--- config.mk ---
export PLATFORM = sky130hd
export DESIGN_NAME = diff_in_scan_ctrl
export DESIGN_NICKNAME = d
export VERILOG_FILES = /design/src/rtl/diff_in_scan_ctrl.sv
export SDC_FILE = /design/constraint.sdc
export NUM_CORES = 1
export LEC_CHECK = 0
export BUFFER_PORTS_ARGS = -buffer_cell sky130_fd_sc_hd__buf_2
export CORE_MARGIN = 1
export CORE_UTILIZATION = 37
export DETAILED_ROUTE_END_ITERATION = 8
export MAX_ROUTING_LAYER = met4
export SLEW_MARGIN = 20
export SYNTH_ARGS = -nofsm -noshare
export SYNTH_HDL_FRONTEND = slang
export SYNTH_SLANG_ARGS = --single-unit
export TNS_END_PERCENT = 20
--- constraint.sdc ---
create_clock -name xclk -period 2.62 [get_ports xclk]
set_input_delay 0.524 -clock xclk [delete_from_list [all_inputs] [get_ports xclk]]
set_output_delay 0.524 -clock xclk [all_outputs]
set_load 0.05 [all_outputs]
--- src/rtl/diff_in_scan_ctrl.sv ---
// 8-channel sync + periodic sample + debounce scanner with bus regs; edge-event flags when DIFI_EDGE_EVENT_EN is defined.
// Latency: sample -> diff_in_debounced 1 cycle, reads registered 1 cycle; no backpressure, every strobe is accepted.
module diff_in_scan_ctrl #(
  parameter logic [7:0] ADDR_CTRL   = 8'h60,
  parameter logic [7:0] ADDR_PERIOD = 8'h61,
  parameter logic [7:0] ADDR_STATE  = 8'h62,
  parameter logic [7:0] ADDR_EVENT  = 8'h63
) (
  input  logic        xclk,
  input  logic        reset,
  input  logic        write_qualified,
  input  logic        read_qualified,
  input  logic [7:0]  ab,
  input  logic [15:0] db_in,
  input  logic [7:0]  diff_in,
  output logic [15:0] db_out_DISC,
  output logic        data_from_DISC_avail,
  output logic [7:0]  diff_in_debounced,
  output logic        sample_strobe,
  output logic        event_irq
);

  localparam logic [1:0] ST_IDLE   = 2'd0;
  localparam logic [1:0] ST_COUNT  = 2'd1;
  localparam logic [1:0] ST_SAMPLE = 2'd2;

  logic [1:0]      state;
  logic            en;
  logic [3:0]      db_cnt;
  logic [15:0]     period;
  logic [15:0]     prescaler;
  logic [7:0]      sync1;
  logic [7:0]      sync2;
  logic [7:0][3:0] chan_cnt;
  logic [7:0][3:0] cnt_next;
  logic [7:0]      deb_next;
  logic [3:0]      thr;
  logic [4:0]      inc;
  logic [15:0]     ev_dat;
  logic [15:0]     rd_dat;
  logic            rd_hit;
  logic            wr_ctrl;
  logic            wr_period;

  assign wr_ctrl       = write_qualified && (ab == ADDR_CTRL);
  assign wr_period     = write_qualified && (ab == ADDR_PERIOD);
  assign sample_strobe = (state == ST_SAMPLE);

  always_ff @(posedge xclk) begin
    if (!reset) begin
      sync1 <= 8'h00;
      sync2 <= 8'h00;
    end else begin
      sync1 <= diff_in;
      sync2 <= sync1;
    end
  end

  // Counter counts consecutive disagreeing samples; a zero threshold behaves as one.
  always_comb begin
    deb_next = diff_in_debounced;
    cnt_next = chan_cnt;
    thr      = (db_cnt == 4'd0) ? 4'd1 : db_cnt;
    inc      = 5'd0;
    if (state == ST_SAMPLE) begin
      for (int i = 0; i < 8; i++) begin
        inc = {1'b0, chan_cnt[i]} + 5'd1;
        if (sync2[i] == diff_in_debounced[i]) begin
          cnt_next[i] = 4'd0;
        end else if (inc >= {1'b0, thr}) begin
          deb_next[i] = sync2[i];
          cnt_next[i] = 4'd0;
        end else begin
          cnt_next[i] = inc[3:0];
        end
      end
    end
  end

  always_ff @(posedge xclk) begin
    if (!reset) begin
      state             <= ST_IDLE;
      en                <= 1'b0;
      db_cnt            <= 4'd0;
      period            <= 16'd0;
      prescaler         <= 16'd0;
      chan_cnt          <= '0;
      diff_in_debounced <= 8'h00;
    end else begin
      if (wr_ctrl) begin
        en     <= db_in[0];
        db_cnt <= db_in[7:4];
      end
      if (wr_period) begin
        period <= db_in;
      end
      diff_in_debounced <= deb_next;
      chan_cnt          <= cnt_next;
      if (wr_ctrl && !db_in[0]) begin
        state <= ST_IDLE;
      end else begin
        case (state)
          ST_IDLE: begin
            if (en) begin
              state     <= ST_COUNT;
              prescaler <= period;
            end
          end
          // COUNT lasts PERIOD cycles so samples land PERIOD+1 apart.
          ST_COUNT: begin
            if (prescaler <= 16'd1) begin
              state     <= ST_SAMPLE;
              prescaler <= 16'd0;
            end else begin
              prescaler <= prescaler - 16'd1;
            end
          end
          ST_SAMPLE: begin
            if (period != 16'd0) begin
              state     <= ST_COUNT;
              prescaler <= period;
            end
          end
          default: state <= ST_IDLE;
        endcase
      end
    end
  end

`ifdef DIFI_EDGE_EVENT_EN
  logic [7:0] ev_rise;
  logic [7:0] ev_fall;
  logic [7:0] rise_nx;
  logic [7:0] fall_nx;

  // A set from a debounced transition wins over a same-cycle write-1 clear.
  always_comb begin
    rise_nx = ev_rise;
    fall_nx = ev_fall;
    if (write_qualified && (ab == ADDR_EVENT)) begin
      rise_nx = ev_rise & ~db_in[15:8];
      fall_nx = ev_fall & ~db_in[7:0];
    end
    rise_nx = rise_nx | (deb_next & ~diff_in_debounced);
    fall_nx = fall_nx | (~deb_next & diff_in_debounced);
  end

  always_ff @(posedge xclk) begin
    if (!reset) begin
      ev_rise   <= 8'h00;
      ev_fall   <= 8'h00;
      event_irq <= 1'b0;
    end else begin
      ev_rise   <= rise_nx;
      ev_fall   <= fall_nx;
      event_irq <= |{rise_nx, fall_nx};
    end
  end

  assign ev_dat = {ev_rise, ev_fall};
`else
  assign ev_dat    = 16'h0000;
  assign event_irq = 1'b0;
`endif

  always_comb begin
    rd_dat = 16'hFFFF;
    rd_hit = 1'b1;
    case (ab)
      ADDR_CTRL:   rd_dat = {8'h00, db_cnt, 3'b000, en};
      ADDR_PERIOD: rd_dat = period;
      ADDR_STATE:  rd_dat = {8'h00, diff_in_debounced};
      ADDR_EVENT:  rd_dat = ev_dat;
      default:     rd_hit = 1'b0;
    endcase
  end

  always_ff @(posedge xclk) begin
    if (!reset) begin
      db_out_DISC          <= 16'h0000;
      data_from_DISC_avail <= 1'b0;
    end else if (read_qualified) begin
      db_out_DISC          <= rd_dat;
      data_from_DISC_avail <= rd_hit;
    end
  end

endmodule

; Word level (Yosys, flattened, before mapping)
; Cells that the tools add are included.
[word_totals]
reg_bits = 112
in_bits = 36
out_inout_bits = 27
elab_cells = 117
[op_classes]
add_sub_neg = 9
n_lt_le_gt_ge = 9
n_eq_ne = 17
muxes = 27
bitwise_logic = 10
n_reduce_logical = 20
[ops]
columns = cell, n
row1 = 4-bit 2-to-1 mux, 17
row2 = 16-bit one-hot mux with 4 select lines, 1
row3 = 16-bit 2-to-1 mux, 3
row4 = 16-bit one-hot mux with 3 select lines, 1
row5 = 4-bit by 1-bit adder with 5-bit output (second input constant), 8
row6 = 5-bit by 4-bit greater-or-equal comparator with 1-bit output, 8
row7 = 8-bit by 7-bit equality test with 1-bit output (second input constant), 4
row8 = 3-bit AND reduction, 9
row9 = 16-bit by 1-bit less-or-equal comparator with 1-bit output (second input constant), 1
row10 = 16-bit nonzero test, 1
row11 = 16-bit by 1-bit subtractor with 16-bit output (second input constant), 1
row12 = 1-bit NOT, 10
row13 = 1-bit equality test, 8
row14 = 2-bit 2-to-1 mux, 3
row15 = 2-bit one-hot mux with 3 select lines, 1
row16 = 4-bit zero test, 1
row17 = 2-bit inequality test (second input constant), 2
row18 = 4-bit AND reduction, 1
row19 = 4-bit OR reduction, 1
row20 = 1-bit logical AND, 3
row21 = 3-bit nonzero test, 1
row22 = 2-bit by 1-bit equality test with 1-bit output (second input constant), 1
row23 = 2-bit equality test (second input constant), 1
row24 = 2-bit zero test, 1
row25 = other kinds (4), 4

; Depth between registers and ports, before layout
; Gate-level depths: netlist (run 1).
[logic_depth]
depth_word = 5
depth_mapped = 11
depth_no_buf = 9

; Least setup slack after synthesis (run 1)
; Ideal clock, no wire load.
[synth_timing]
path_type = reg-to-reg
startpoint = register db_cnt[2]
endpoint = register diff_in_debounced[2]
setup_time_ns = 0.122
arrival_time_ns = 2.564
required_ns = 2.498
setup_slack_ns = -0.066
stages_incl_launch_ff = 12
path_buffers = 2
period_less_slack_ns = 2.686
cell_sequence = dfxtp_1 > clkbuf_1 > buf_2 > nor3_1 > or2_2 > ha_1 > nand2b_1 > a21oi_1 > maj3_1 > a22oi_1 > o21ai_1 > mux2i_1
[synth_via]
elab_chain_len = 4
[synth_lines]
columns = element, line
row1 = from (decl), 29  ; logic [3:0] db_cnt;
row2 = from (signal assigned), 92  ; db_cnt <= db_in[7:4];
row3 = 4-bit zero test, 63  ; thr = (db_cnt == 4'd0) ? 4'd1 : db_cnt;
row4 = 4-bit 2-to-1 mux *, 63
row5 = 5-bit by 4-bit greater-or-equal comparator with 1-bit output *, 70  ; end else if (inc >= {1'b0, thr}) begin
row6 = 3-bit AND reduction (no source line) *, -
row7 = to (signal assigned), 97  ; diff_in_debounced <= deb_next;
row8 = to (decl), 18  ; output logic [7:0] diff_in_debounced,
; Every way passes the cells marked *; elsewhere a longest branch is shown, timed or not.
; A chain may end at the register's enable or synchronous reset.

; Worst setup path in the final report (run 1)
[layout_timing]
startpoint = register db_cnt[1]
endpoint = register diff_in_debounced[6]
; The elaborated chain is that of the path after synthesis.

==> results of run 1 <==
flip-flops by register name, summed over array words and instances, names as in the netlist:
register	cells
chan_cnt	32
diff_in_debounced	8
db_cnt	4
period	16
sync2	8
state	2
en	1
sync1	8
db_out_DISC	16
data_from_DISC_avail	1
prescaler	16
where the power goes:
part           switching, mW  internal (mW)  total (mW)  leakage [nW]
Clock                  0.660          0.774        1.43         0.150
Combinational          0.417          0.225       0.642          1.62
Sequential            0.0435           1.75        1.80         0.911
area by class of cell:
cell class                      instances  area [um2]  share of cell area (%)
Timing Repair Buffer                   78         433                    6.18
Clock buffer                           10         239                    3.41
Sequential cell                       112        2240                    32.0
Multi-Input combinational cell        563        3670                    52.3
Tap cell                              216         270                    3.86
Inverter                               23        86.3                    1.23
Clock inverter                          6        67.6                   0.964
Antenna cell                            1        2.50                  0.0357
cell families (layout without fill, tap and decap cells):
kind of cell / Yosys count / count (layout) / share of synthesized area, %
mux: 9 / 9 / 1.46
xor+xnor: 29 / 29 / 4.11
fa+ha+maj: 35 / 35 / 6.76
other cells: 1 / 2 / 0.0606
compound gates: 202 / 202 / 23.0
buf+inv: 62 / 117 / 4.43
flops: 112 / 112 / 36.3
simple gates: 287 / 287 / 23.9
per-layer routing:
metal	GRT usage, %	vias up
met1	24.3	2497
met5	-	-
met2	31.0	110
li1	-	2753
met4	4.78	0
met3	3.97	12
final timing paths:
path              startpoint                   end  slack [ps]  cells after the start
setup / recovery   db_cnt[1]  diff_in_debounced[6]         220                      9
hold / removal    diff_in[4]              sync1[4]         370                      2
setup reg to reg   db_cnt[1]  diff_in_debounced[6]         220                      9
hold reg to reg     sync1[6]              sync2[6]         430                      1
cell usage in the layout, fill, tap and decap left out, types with 4 or more instances in the layout:
master,instances
xor2_1,13
buf_4,17
or4_1,7
nand2_1,111
a21oi_1,32
dfxtp_1,112
a22oi_1,11
inv_1,21
nand2b_1,32
o41ai_1,21
nor3_1,5
mux2i_1,9
nand3_1,35
nor4_1,5
clkbuf_16,9
maj3_1,8
a21boi_1,12
o21ai_1,17
o21ai_0,33
a221oi_1,11
nor2_1,29
nand3b_1,7
ha_1,27
a211o_1,14
xnor2_1,16
and3_1,4
nor2b_1,12
and2_1,22
buf_2,61
a21boi_0,23
==> reports/metrics.csv, run 1 <==
metric;value;unit
share of layout cells above drive strength 1;14.5;%
routed length on met3;753;um
post-synth top area cell;dfxtp_1;
Setup crit end kind;register;
Rows;46;
pins over their slew limit;0;
HPWL Detailed;11000;um
Placed Instances;992;
maximum vdd drop;0.380;mV
RSZ-0062 raised after global routing;false;
DRC Markers;0;
DIE AREA;0.0172;mm2
Avg Synthesized Cell Area;8.39;um2
worst hold margin;367;ps
Worst-Skew Late Latency;360;ps
CP arrival;2650;ps
Final WS setup;215;ps
CTS max path bufs;2;
Main synth FF type;dfxtp_1;
top-count cell post-synth;dfxtp_1;
top cells by area, synth;dfxtp_1, nand2_1, ha_1, nand2b_1, o41ai_1;
Final Non-Filler Cells;1009;
largest net degree at the start of global routing;42;
Synthesis Warnings;0;
CP peak stage delay;380;ps
drt first pass iters;5;
Period minus WS final;2400;ps
Place WS;238;ps
Worst Setup Start Kind;register;
worst setup path category;register to register;
CP Data Required Time;2870;ps
Final Wtd Congestion;0.836;
gr usage total;19.2;%
H-tree depth;3;
Die Width;131;um
final hold vios;0;
# hold bufs at CTS;0;
setup violators final;0;
clock-pin slew on the worst setup and hold paths;70;ps
Post CTS Setup Buffer Count;0;
run status;complete, no violations;
Fin Setup TNS;0;ps
#FFs+latches synth;112;
Finished Core Util;43.5;%
CP max-delay cell;or2_2;
drt wl/cell;15.4;um
Cell Pwr Density;552;mW/mm2
worst path cell trace;nor3_1 -> or2_2 -> ha_1 -> nand2b_1 -> a21oi_1 -> maj3_1 -> a22oi_1 -> o21ai_1 -> mux2i_1;
GR Overflow Total;0;
Power Total;3.87;mW
Syn Nets;800;
Initial Util;38.4;%
Sink Count;112;
number of global-route vias before repair;5117;
relative slew slack;52.5;%
max cap viols;0;
Iteration-0 DRC Markers;376;
FMAX;416;MHz
cell count after synthesis;737;
CTS tree;built;
most instantiated cells after synthesis;dfxtp_1, nand2_1, nand3_1;
routed vias;5372;
actual slew at the worst max-slew pin;710;ps
Post-Syn Area;0.00618;mm2
port bufs;61;
post-synth cell types;69;
Synth top area share;36.3;%
clock skew;4.81;ps
die height;131;um
Leakage;2.68;nW
routed vias/inst;5.32;
DP Area;0.00670;mm2
first-pass GRT wire length;26100;um
register area share after synthesis;36.3;%
IO Count;63;
antenna violations before repair;1;
asr flop ratio synth;0;%
Post-Route WL;15600;um
Post-DRT Antenna Nets;0;
CTS root buf;clkbuf_16;
Critical Path Fanout Max;8;
Fill cells;1677;
Area growth, synth to finish;13.3;%
crit share post-route;91.8;%
top routing layer used;met4;
post-CTS sizing;0;
largest delay contributor family on the critical path;adder cells;
Post-synth EDFFs;0;
Nets;850;
met1 wire length;7350;um
critical path buffer and inverter count;0;
final instance area;0.00701;mm2
Hold Path Class;primary input to register;
met2 routed WL;7290;um
CORE AREA;0.0161;mm2
clock buffer count from CTS;9;
Note: power is estimated with default switching activity, not from simulation.
==> run 2: changes to the inputs <==
--- a/config.mk
+++ b/config.mk
@@ -7,7 +7,7 @@
 export LEC_CHECK = 0
 export BUFFER_PORTS_ARGS = -buffer_cell sky130_fd_sc_hd__buf_2
 export CORE_MARGIN = 1
-export CORE_UTILIZATION = 37
+export CORE_UTILIZATION = 30
 export DETAILED_ROUTE_END_ITERATION = 8
 export MAX_ROUTING_LAYER = met4
 export SLEW_MARGIN = 20
==> reports/metrics.csv, run 2 (synthesized netlist as in run 1, its figures left out) <==
metric;value;unit
Critical Path Fanout Max;8;
CTS tree;built;
Die Width;146;um
Nets;850;
Worst Setup Start Kind;register;
pins over their slew limit;0;
share of layout cells above drive strength 1;14.5;%
Fin Setup TNS;0;ps
Power Total;3.87;mW
maximum vdd drop;0.438;mV
run status;complete, no violations;
Sw Share;29.0;%
max cap viols;0;
CP Data Required Time;2870;ps
worst setup path category;register to register;
first-pass GRT wire length;26400;um
CTS max path bufs;2;
clock-pin slew on the worst setup and hold paths;80;ps
max FFs per register;32;
Post-Route WL;15800;um
Cell Pwr Density;546;mW/mm2
crit share post-route;92.1;%
Fill cells;2097;
CORE AREA;0.0202;mm2
antenna violations before repair;1;
Setup crit end kind;register;
H-tree depth;3;
Period minus WS final;2410;ps
gr usage total;15.9;%
CTS root buf;clkbuf_16;
drt first pass iters;6;
routed vias;5393;
relative slew slack;53.6;%
Area growth, synth to finish;14.6;%
Leakage;2.68;nW
Initial Util;30.6;%
number of global-route vias before repair;5066;
post-CTS sizing;0;
part of the power in registers;46.4;%
Final Wtd Congestion;0.812;
actual slew at the worst max-slew pin;695;ps
clock power share;37.2;%
Post-DRT Antenna Nets;0;
CP max-delay cell;or2_2;
IO Count;63;
DIE AREA;0.0212;mm2
Iteration-0 DRC Markers;304;
clock skew;6.21;ps
Post CTS Setup Buffer Count;0;
Rows;52;
Worst-Skew Late Latency;360;ps
setup violators final;0;
worst path cell trace;nor3_1 -> or2_2 -> ha_1 -> nand2b_1 -> a21oi_1 -> maj3_1 -> a22oi_1 -> o21ai_1 -> mux2i_1;
DRC Markers;0;
Comb power frac;16.4;%
Hold Path Class;primary input to register;
Pint;2.75;mW
clock buffer count from CTS;9;
GR Overflow Total;0;
port bufs;61;
final hold vios;0;
most common cell after layout, fill and taps aside;dfxtp_1;
routed vias/inst;5.07;
FMAX;414;MHz
drt wl/cell;14.9;um
die height;146;um
RSZ-0062 raised after global routing;false;
P_sw;1.12;mW
Sink Count;112;
largest net degree at the start of global routing;99;
Most flops, register;chan_cnt;
CP arrival;2660;ps
CP peak stage delay;380;ps
highest-count cells in the layout ignoring fill and taps;dfxtp_1, nand2_1, buf_2;
# hold bufs at CTS;0;
HPWL Detailed;11100;um
[run 2: cell types whose count changed in the layout (fill, tap and decap cells not counted), sizes merged]
cell | before | now
clkinvlp | 1 | 2
clkinv | 3 | 2
[run 2: area by class of cell]
| cell class | count | area (um2) | area share (%) |
|---|---|---|---|
| multi-input combinational | 563 | 3670 | 51.7 |
| sequential | 112 | 2240 | 31.6 |
| timing repair buffer | 78 | 445 | 6.28 |
| tap | 270 | 338 | 4.77 |
| clock buffer | 10 | 239 | 3.37 |
| inverter | 23 | 86.3 | 1.22 |
| clock inverter | 6 | 67.6 | 0.953 |
| antenna | 1 | 2.50 | 0.0353 |
[run 2: worst paths after layout]
check	start	to	slack [ps]	cells after the start
max	db_cnt[1]	diff_in_debounced[5]	210	9
max reg2reg	db_cnt[1]	diff_in_debounced[5]	210	9
min	diff_in[3]	sync1[3]	370	2
min reg2reg	sync1[3]	sync2[3]	430	1
[run 2: per-layer routing]
layer	global-route usage, %	wire (um)
met4	4.63	252
met3	3.54	645
met5	-	0
met1	20.1	7530
met2	25.2	7360
[run 2: power groups by stage]
stage	Clock [mW]	Sequential (mW)	Combinational (mW)
floorplan	0	1.89	0.413
global placement	0	1.84	0.632
detailed placement	0	1.84	0.633
CTS	1.48	1.80	0.637
global route	1.54	1.80	0.705
finish	1.44	1.80	0.636
[run 2: through the flow]
stage	hold slack [ps]	setup slack, ps	instances	area [um2]	utilization (%)
floorplan	412	59.2	737	6190	-
global placement	415	250	1046	6780	33.5
detailed placement	418	209	1046	6780	33.5
CTS	355	190	1062	7090	35.0
global route	366	2.68	1063	7090	35.0
finish	367	207	1063	7090	35.0
[run 2: worst max-delay path: cells and delay by family, from the launching register on]
family,cells,cell delay [ps]
fa+ha+maj,2,660
flops,1,370
mux,1,140
simple gates,3,530
compound gates,3,600
==> run 3: changes to the inputs <==
--- a/config.mk
+++ b/config.mk
@@ -8,8 +8,10 @@
 export BUFFER_PORTS_ARGS = -buffer_cell sky130_fd_sc_hd__buf_2
 export CORE_MARGIN = 1
 export CORE_UTILIZATION = 30
+export CTS_BUF_LIST = sky130_fd_sc_hd__clkbuf_2
 export DETAILED_ROUTE_END_ITERATION = 8
 export MAX_ROUTING_LAYER = met4
+export RECOVER_POWER = 25
 export SLEW_MARGIN = 20
 export SYNTH_ARGS = -nofsm -noshare
 export SYNTH_HDL_FRONTEND = slang
==> reports/metrics.csv, run 3 (synthesized netlist as in run 1, its figures left out) <==
metric;value;unit
run status;complete, no violations;
Placed Instances;1046;
Post-Route WL;15800;um
Most flops, register;chan_cnt;
worst setup path category;register to register;
CTS max path bufs;2;
CP arrival;3000;ps
Critical Path Fanout Max;8;
Hold Path Class;primary input to register;
Worst-Skew Late Latency;640;ps
share of layout cells above drive strength 1;14.2;%
met1 wire length;7430;um
Post-DRT Antenna Nets;0;
first-pass GRT wire length;26300;um
largest net degree at the start of global routing;99;
DIE AREA;0.0212;mm2
most common cell after layout, fill and taps aside;dfxtp_1;
top routing layer used;met4;
Finished Core Util;34.4;%
routed vias;5395;
CORE AREA;0.0202;mm2
CTS root buf;clkbuf_2;
routed vias/inst;5.05;
port bufs;61;
Power Total;3.28;mW
antenna violations before repair;1;
HPWL Detailed;11100;um
CP Data Required Time;3200;ps
pins over their slew limit;0;
Leakage;2.62;nW
drt wl/cell;14.8;um
GR Overflow Total;0;
number of global-route vias before repair;5052;
Worst Setup Start Kind;register;
DP Area;0.00678;mm2
final instance area;0.00695;mm2
Fill cells;2115;
Final Wtd Congestion;0.812;
crit share post-route;92.5;%
H-tree depth;3;
gr usage total;15.8;%
highest-count cells in the layout ignoring fill and taps;dfxtp_1, nand2_1, buf_2;
clock-pin slew on the worst setup and hold paths;310;ps
relative slew slack;54.0;%
clock skew;18.1;ps
CTS tree;built;
Die Width;146;um
Initial Util;30.6;%
Sink Count;112;
DRC Markers;0;
max FFs per register;32;
Iteration-0 DRC Markers;290;
actual slew at the worst max-slew pin;688;ps
Cell Pwr Density;472;mW/mm2
clock buffer count from CTS;9;
Final Non-Filler Cells;1068;
Area growth, synth to finish;12.4;%
RSZ-0062 raised after global routing;false;
met2 routed WL;7350;um
routed length on met3;811;um
die height;146;um
maximum vdd drop;0.363;mV
Fin Setup TNS;0;ps
setup violators final;0;
IO Count;63;
Nets;855;
Setup crit end kind;register;
FMAX;413;MHz
Rows;52;
final hold vios;0;
Period minus WS final;2420;ps
drt first pass iters;5;
max cap viols;0;
## run 3: cell count changes in the layout (fill, tap and decap cells not counted), sizes merged
cell and delta:
buf -2, clkbuf +1, clkinv +1, dlygate4sd3 +5
## run 3: path summary, 6_finish.rpt
| path | start | endpoint | slack [ps] | depth (start not counted) |
|---|---|---|---|---|
| min reg2reg | sync1[3] | sync2[3] | 470 | 1 |
| min | diff_in[2] | sync1[2] | 60 | 2 |
| max reg2reg | db_cnt[1] | diff_in_debounced[2] | 200 | 9 |
| max | db_cnt[1] | diff_in_debounced[2] | 200 | 9 |
## run 3: metal layers
metal | up-vias | GRT usage [%]
li1 | 2758 | -
met1 | 2505 | 19.7
met2 | 115 | 25.2
met3 | 17 | 4.17
met4 | 0 | 3.95
met5 | - | -
## run 3: layout make-up
cell class / instances / area, um2 / area share, %
Multi-Input combinational cell: 563 / 3680 / 52.9
Sequential cell: 112 / 2240 / 32.2
Timing Repair Buffer: 83 / 490 / 7.05
Tap cell: 270 / 338 / 4.86
Inverter: 23 / 86.3 / 1.24
Clock inverter: 7 / 71.3 / 1.03
Clock buffer: 9 / 45.0 / 0.648
Antenna cell: 1 / 2.50 / 0.0360
## run 3: metrics by stage
step | hold slack (ps) | setup slack, ps
floorplan | 412 | 59.2
global placement | 415 | 250
detailed placement | 418 | 209
CTS | 0.101 | 160
global route | 2.63 | 4.10
finish | 61.9 | 197
## run 3: worst max-delay path, cell delays in order (launching register included)
cell and delay [ps]:
dfxtp_1 440, nor3_1 60, or2_2 380, ha_1 300, nand2b_1 90, a21oi_1 90, maj3_1 350, a22oi_1 360
o21ai_1 150, mux2i_1 130
## run 3: timing repair
| item | CTS | global route |
|---|---|---|
| hold buffers | 0 | 5 |
| setup endpoints to repair | 0 | 2 |
| hold endpoints to repair | 0 | 5 |
| buffers inserted | 0 | 0 |
| resized for setup | 0 | 2 |
## run 3: report_power, final
group / total (mW) / internal [mW] / switching [mW]
Clock: 0.834 / 0.220 / 0.614
Combinational: 0.641 / 0.229 / 0.412
Sequential: 1.81 / 1.76 / 0.0441
